<file path="config.mk">
export PLATFORM = sky130hd
export DESIGN_NAME = vend_dispenser
export DESIGN_NICKNAME = d
export VERILOG_FILES = /design/src/rtl/vend_dispenser.sv
export SDC_FILE = /design/constraint.sdc
export NUM_CORES = 1
export LEC_CHECK = 0
export BUFFER_PORTS_ARGS = -buffer_cell sky130_fd_sc_hd__buf_4
export CAP_MARGIN = 10
export CELL_PAD_IN_SITES_DETAIL_PLACEMENT = 1
export CELL_PAD_IN_SITES_GLOBAL_PLACEMENT = 1
export CORE_MARGIN = 1.5
export CORE_UTILIZATION = 40
export CTS_CLUSTER_SIZE = 16
export DETAILED_ROUTE_END_ITERATION = 7
export HOLD_SLACK_MARGIN = 0.02
export PLACE_DENSITY_LB_ADDON = 0.1
export SLEW_MARGIN = 20
export SYNTH_ARGS = -nofsm -noshare
export SYNTH_HDL_FRONTEND = slang
export SYNTH_SLANG_ARGS = --single-unit
export TNS_END_PERCENT = 5
</file>
<file path="constraint.sdc">
create_clock -name clk -period 4.1 [get_ports clk]
set_input_delay 0.615 -clock clk [delete_from_list [all_inputs] [get_ports clk]]
set_output_delay 0.615 -clock clk [all_outputs]
set_load 0.05 [all_outputs]
</file>
<file path="src/rtl/vend_dispenser.sv">
// rtl/vend_dispenser.sv - product motor and coin hopper sequencer with stock tracking
module vend_dispenser #(
  parameter int MOTOR_CYCLES = 8,
  parameter int COIN_PULSE   = 4,
  parameter int COIN_GAP     = 2,
  parameter int STOCK_W      = 8,
  parameter int PRODUCT_INIT = 10,
  parameter int COIN5_INIT   = 10,
  parameter int COIN10_INIT  = 10
) (
  input  logic               clk,
  input  logic               rst,
  input  logic               vend_in,
  input  logic [1:0]         change_in,
  input  logic               refill,
  input  logic [STOCK_W-1:0] refill_product,
  input  logic [STOCK_W-1:0] refill_c5,
  input  logic [STOCK_W-1:0] refill_c10,
  output logic               motor_on,
  output logic               eject5,
  output logic               eject10,
  output logic               busy,
  output logic               done,
  output logic               short_change,
  output logic               overrun,
  output logic [STOCK_W-1:0] product_cnt,
  output logic [STOCK_W-1:0] coin5_cnt,
  output logic [STOCK_W-1:0] coin10_cnt
);

  localparam int TW = 8;

  typedef enum logic [2:0] {
    IDLE     = 3'd0,
    MOTOR    = 3'd1,
    COIN_ON  = 3'd2,
    COIN_OFF = 3'd3,
    DONE     = 3'd4
  } state_t;

  state_t            state_q, state_d;
  logic [TW-1:0]     timer_q, timer_d;
  logic [2:0]        owed_q, owed_d;
  logic              sel10_q, sel10_d;
  logic [STOCK_W-1:0] prod_d, c5_d, c10_d;
  logic              short_d, overrun_d;

  logic              req;
  logic [2:0]        chg_units;
  logic              sel_go;
  logic [2:0]        sel_owed;

  // Decode a request and the change owed in Rs5 units; 11 counts as no change.
  always_comb begin
    req = vend_in | (change_in == 2'b01) | (change_in == 2'b10);
    case (change_in)
      2'b01:   chg_units = 3'd1;
      2'b10:   chg_units = 3'd2;
      default: chg_units = 3'd0;
    endcase
  end

  // Next-state logic: sequencing, coin selection, stock updates and flags.
  always_comb begin
    state_d   = state_q;
    timer_d   = timer_q;
    owed_d    = owed_q;
    sel10_d   = sel10_q;
    prod_d    = product_cnt;
    c5_d      = coin5_cnt;
    c10_d     = coin10_cnt;
    short_d   = short_change;
    overrun_d = overrun;
    sel_go    = 1'b0;
    sel_owed  = 3'd0;

    case (state_q)
      IDLE: begin
        // Refill lands first so a same-cycle request sees the new stock.
        if (refill) begin
          prod_d  = refill_product;
          c5_d    = refill_c5;
          c10_d   = refill_c10;
          short_d = 1'b0;
        end
        if (req) begin
          if (vend_in && (prod_d != '0)) begin
            prod_d  = prod_d - 1'b1;
            owed_d  = chg_units;
            timer_d = '0;
            state_d = MOTOR;
          end else begin
            // Sold out: refund the Rs15 price on top of any change.
            sel_go   = 1'b1;
            sel_owed = chg_units + (vend_in ? 3'd3 : 3'd0);
          end
        end
      end
      MOTOR: begin
        if (timer_q == TW'(MOTOR_CYCLES - 1)) begin
          sel_go   = 1'b1;
          sel_owed = owed_q;
        end else begin
          timer_d = timer_q + 1'b1;
        end
      end
      COIN_ON: begin
        if (timer_q == TW'(COIN_PULSE - 1)) begin
          timer_d = '0;
          state_d = COIN_OFF;
        end else begin
          timer_d = timer_q + 1'b1;
        end
      end
      COIN_OFF: begin
        if (timer_q == TW'(COIN_GAP - 1)) begin
          sel_go   = 1'b1;
          sel_owed = owed_q;
        end else begin
          timer_d = timer_q + 1'b1;
        end
      end
      DONE: begin
        state_d = IDLE;
      end
      default: begin
        state_d = IDLE;
      end
    endcase

    // Coin selection: prefer Rs10 while two or more units are owed.
    if (sel_go) begin
      timer_d = '0;
      if (sel_owed == 3'd0) begin
        owed_d  = 3'd0;
        state_d = DONE;
      end else if ((sel_owed >= 3'd2) && (c10_d != '0)) begin
        sel10_d = 1'b1;
        c10_d   = c10_d - 1'b1;
        owed_d  = sel_owed - 3'd2;
        state_d = COIN_ON;
      end else if (c5_d != '0) begin
        sel10_d = 1'b0;
        c5_d    = c5_d - 1'b1;
        owed_d  = sel_owed - 3'd1;
        state_d = COIN_ON;
      end else begin
        short_d = 1'b1;
        owed_d  = 3'd0;
        state_d = DONE;
      end
    end

    if ((state_q != IDLE) && req) begin
      overrun_d = 1'b1;
    end
  end

  // State, stock and flag registers with synchronous reset.
  always_ff @(posedge clk) begin
    if (rst) begin
      state_q      <= IDLE;
      timer_q      <= '0;
      owed_q       <= 3'd0;
      sel10_q      <= 1'b0;
      product_cnt  <= STOCK_W'(PRODUCT_INIT);
      coin5_cnt    <= STOCK_W'(COIN5_INIT);
      coin10_cnt   <= STOCK_W'(COIN10_INIT);
      short_change <= 1'b0;
      overrun      <= 1'b0;
    end else begin
      state_q      <= state_d;
      timer_q      <= timer_d;
      owed_q       <= owed_d;
      sel10_q      <= sel10_d;
      product_cnt  <= prod_d;
      coin5_cnt    <= c5_d;
      coin10_cnt   <= c10_d;
      short_change <= short_d;
      overrun      <= overrun_d;
    end
  end

  // Drive lines decode directly from the registered state, so they are exclusive.
  always_comb begin
    motor_on = (state_q == MOTOR);
    eject5   = (state_q == COIN_ON) && !sel10_q;
    eject10  = (state_q == COIN_ON) && sel10_q;
    busy     = (state_q != IDLE);
    done     = (state_q == DONE);
  end

endmodule
</file>
==> results.py <==
metrics = {
    "clock_network": {
        "cts-root-buf": "clkbuf_8",
        "cts_tree": "yes",
        "path_clk_slew_ps": 80,
        "cts_setup_buffers": 0,
        "cts_max_path_buffers": 2,
        "cts-hold-fix-buffers": 0,
        "htreeDepth": 2,
        "clk_latency_ps": 300,
        "cts_made_buffers": 5,
        "numClockSinks": 41,
        "cts_resized": 0,
    },
    "synthesis": {
        "synth_area_leader_cell": "dfxtp_1",
        "async_reset_ff_share_pct": 0,
        "synth_top_cell_area_share_pct": 28.6,
        "syn-num-nets": 394,
        "synth_edf_count": 0,
        "ys_seq_area_share_pct": 28.6,
        "syn_inst": 351,
        "synth.distinct_cells": 60,
        "yosys_warnings": 0,
        "ys_ff_latch": 41,
        "yosys-top-cells-area": "dfxtp_1 29%, mux2i_1 9.4%, nor2_1 5.7%",
        "netlist_area_sq_um": 2870,
        "syn_area_per_cell_sq_um": 8.19,
        "synth_ff_type": "dfxtp_1",
    },
    "grt": {
        "first_global_vias": 2842,
        "gr-total-overflow": 0,
        "antenna_found_initial": 0,
        "grt_max_degree": 32,
        "grtUsageTotal_pct": 22.9,
        "grt_pass1_wl_um": 13800,
    },
    "critical_path": {
        "cp.required_ps": 4280,
        "crit_type": "in -> reg",
        "start_kind": "primary input",
        "reg2reg_to": "coin10_cnt[7]$_SDFF_PP0_",
        "startpoint": "refill",
        "r2r-start": "state_q[2]$_SDFFE_PP0P_",
        "arrival_ps": 3780,
        "crit_fanout": 26,
        "rr_worst_depth": 11,
        "rrSetupSlack_ps": 590,
        "end_kind": "register",
    },
    "pwr": {
        "power_frac_seq_pct": 34.2,
        "power.total_w": 0.00144,
        "powerDensity_nw_per_um2": 407,
        "comb_power_share_pct": 43.1,
        "p_leak_nw": 1.45,
        "vdd.ir_drop.worst_mv": 0.187,
        "switchingPower_w": 0.000597,
        "intPower_w": 0.000843,
        "switching_share_pct": 41.5,
        "power.share.clock_pct": 22.6,
    },
    "cells_and_area": {
        "final_cell_mix": "67 x buf_4, 44 x nor2_1, 41 x dfxtp_1",
        "drive_above_1_share_pct": 21.7,
        "layout_commonest_cell": "buf_4",
        "syn_to_final_growth_pct": 23.2,
        "final_util_pct": 51.6,
        "diodes": 0,
        "nNetsFinal": 453,
    },
    "job": {
        "maxCapViolCount": 0,
    },
    "timing": {
        "hold_viol": 0,
        "slew_headroom_pct": 48.7,
        "post-route-min-period_ps": 3600,
        "fin_ws_ps": 501,
        "grt_setup_unrepaired": "false",
        "setup_viol": 0,
        "finalCritPeriodShare_pct": 87.8,
        "tightest_slew_ps": 769,
        "finalMaxSlewViolations": 0,
        "skew_ps": 7.04,
        "fmax_mhz": 278,
        "tns_ps": 0,
    },
    "min_path": {
        "holdPathStages": 2,
        "worstHoldPathType": "reg -> reg",
        "worstHoldStart": "overrun$_SDFFE_PP0P_",
        "hold_end": "overrun$_SDFFE_PP0P_",
    },
    "run_status": {
        "status": "finished, final reports clean",
    },
    "place": {
        "place_ws_ps": 260,
        "gp_congestion": 0.846,
        "io_buffers": 60,
        "dp.final_hpwl_um": 6290,
    },
    "routing": {
        "viasPerCell": 5.53,
        "routed_wl_um": 8210,
        "ant_nets": 0,
        "remaining_drc_errors": 0,
        "drtPass1Iterations": 4,
        "post_drt_wl_per_cell_um": 16.2,
        "first_iter_violations": 85,
        "vias": 2799,
    },
    "die": {
        "die_h_um": 87.8,
        "die_w_um": 87.8,
        "design.die.area_sq_um": 7700,
        "core-area_sq_um": 6870,
        "io_pins": 61,
        "rows": 30,
        "start_util_pct": 41.8,
    },
}
[per-stage QoR]
stage | hold slack [ps] | cells | cell area [sq um]
CTS | 492 | 506 | 3540
global route | 519 | 506 | 3540
finish | 484 | 506 | 3540
global placement | 456 | 499 | 3440
detailed placement | 469 | 499 | 3440
floorplan | 480 | 351 | 2870
[critical path, stage by stage]
cell,delay [ps]
buf_4,260
mux2i_1,390
ha_1,210
o21ai_0,140
o21ai_1,390
and2_1,210
a22oi_1,160
ha_1,230
nand3b_1,240
a2111oi_0,460
o21ai_0,210
xnor2_1,190
nor2_1,60
[cells in the mapped netlist (all sizes together) (3+ instances only)]
cell type,instances
a21o,4
clkbuf,7
a22oi,3
nor2,44
a31oi,3
nor3,20
and2,4
nor3b,4
nand3b,4
and3,5
nand3,4
o21ai,17
a21oi,17
mux2i,27
ha,12
o21bai,4
o2bb2ai,3
nand2,25
nand4,10
buf,8
nor4,8
xor2,8
inv,10
mux2,3
o2111ai,3
xnor2,11
o211ai,9
nand2b,6
or2,3
dfxtp,41
[area by class of cell]
class                      instances  area, sq um
clock buffer                       5         68.8
fill                             850         3330
clock inverter                     2         35.0
multi-input combinational        285         1960
tap                               96          120
timing repair buffer              67          503
sequential                        41          821
inverter                          10         37.5
[routing by layer]
layer  global-route usage (%)  vias up  routed length, um
met5                        0        -                  0
met4                     8.37        0                165
met3                     3.20       14                240
met2                     40.4       51               4090
met1                     28.3     1336               3720
li1                         -     1398                  -
[sequential cells by signal (all words and copies together) (netlist names)]
register,count
coin10_cnt,8
coin5_cnt,8
overrun,1
owed_q,3
product_cnt,8
sel10_q,1
short_change,1
state_q,3
timer_q,8
[worst max path at each step]
stage | endpoint | cells past startpoint
after floorplan | coin10_cnt[7]$_SDFF_PP0_ | 13
final | coin10_cnt[7]$_SDFF_PP0_ | 13
after global routing | coin10_cnt[7]$_SDFF_PP0_ | 13
after detailed placement | coin10_cnt[7]$_SDFF_PP0_ | 13
after CTS | coin10_cnt[7]$_SDFF_PP0_ | 13
after global placement | coin10_cnt[7]$_SDFF_PP0_ | 13
[power groups by stage]
stage / clock network [W] / registers (W) / logic (W)
floorplan: 0 / 0.000598 / 0.000337
CTS: 0.000338 / 0.000493 / 0.000623
global route: 0.000348 / 0.000501 / 0.000675
global placement: 0 / 0.000502 / 0.000609
finish: 0.000326 / 0.000493 / 0.000621
detailed placement: 0 / 0.000502 / 0.000621
[cells by family after synthesis]
| group | after synthesis | share of synthesized area [%] |
|---|---|---|
| mux | 30 | 10.6 |
| buf+inv | 25 | 3.66 |
| compound gates | 78 | 19.6 |
| fa+ha+maj | 13 | 5.92 |
| flops | 41 | 28.6 |
| xor+xnor | 19 | 5.79 |
| simple gates | 145 | 25.9 |
Note: power is estimated with default switching activity, not from simulation.
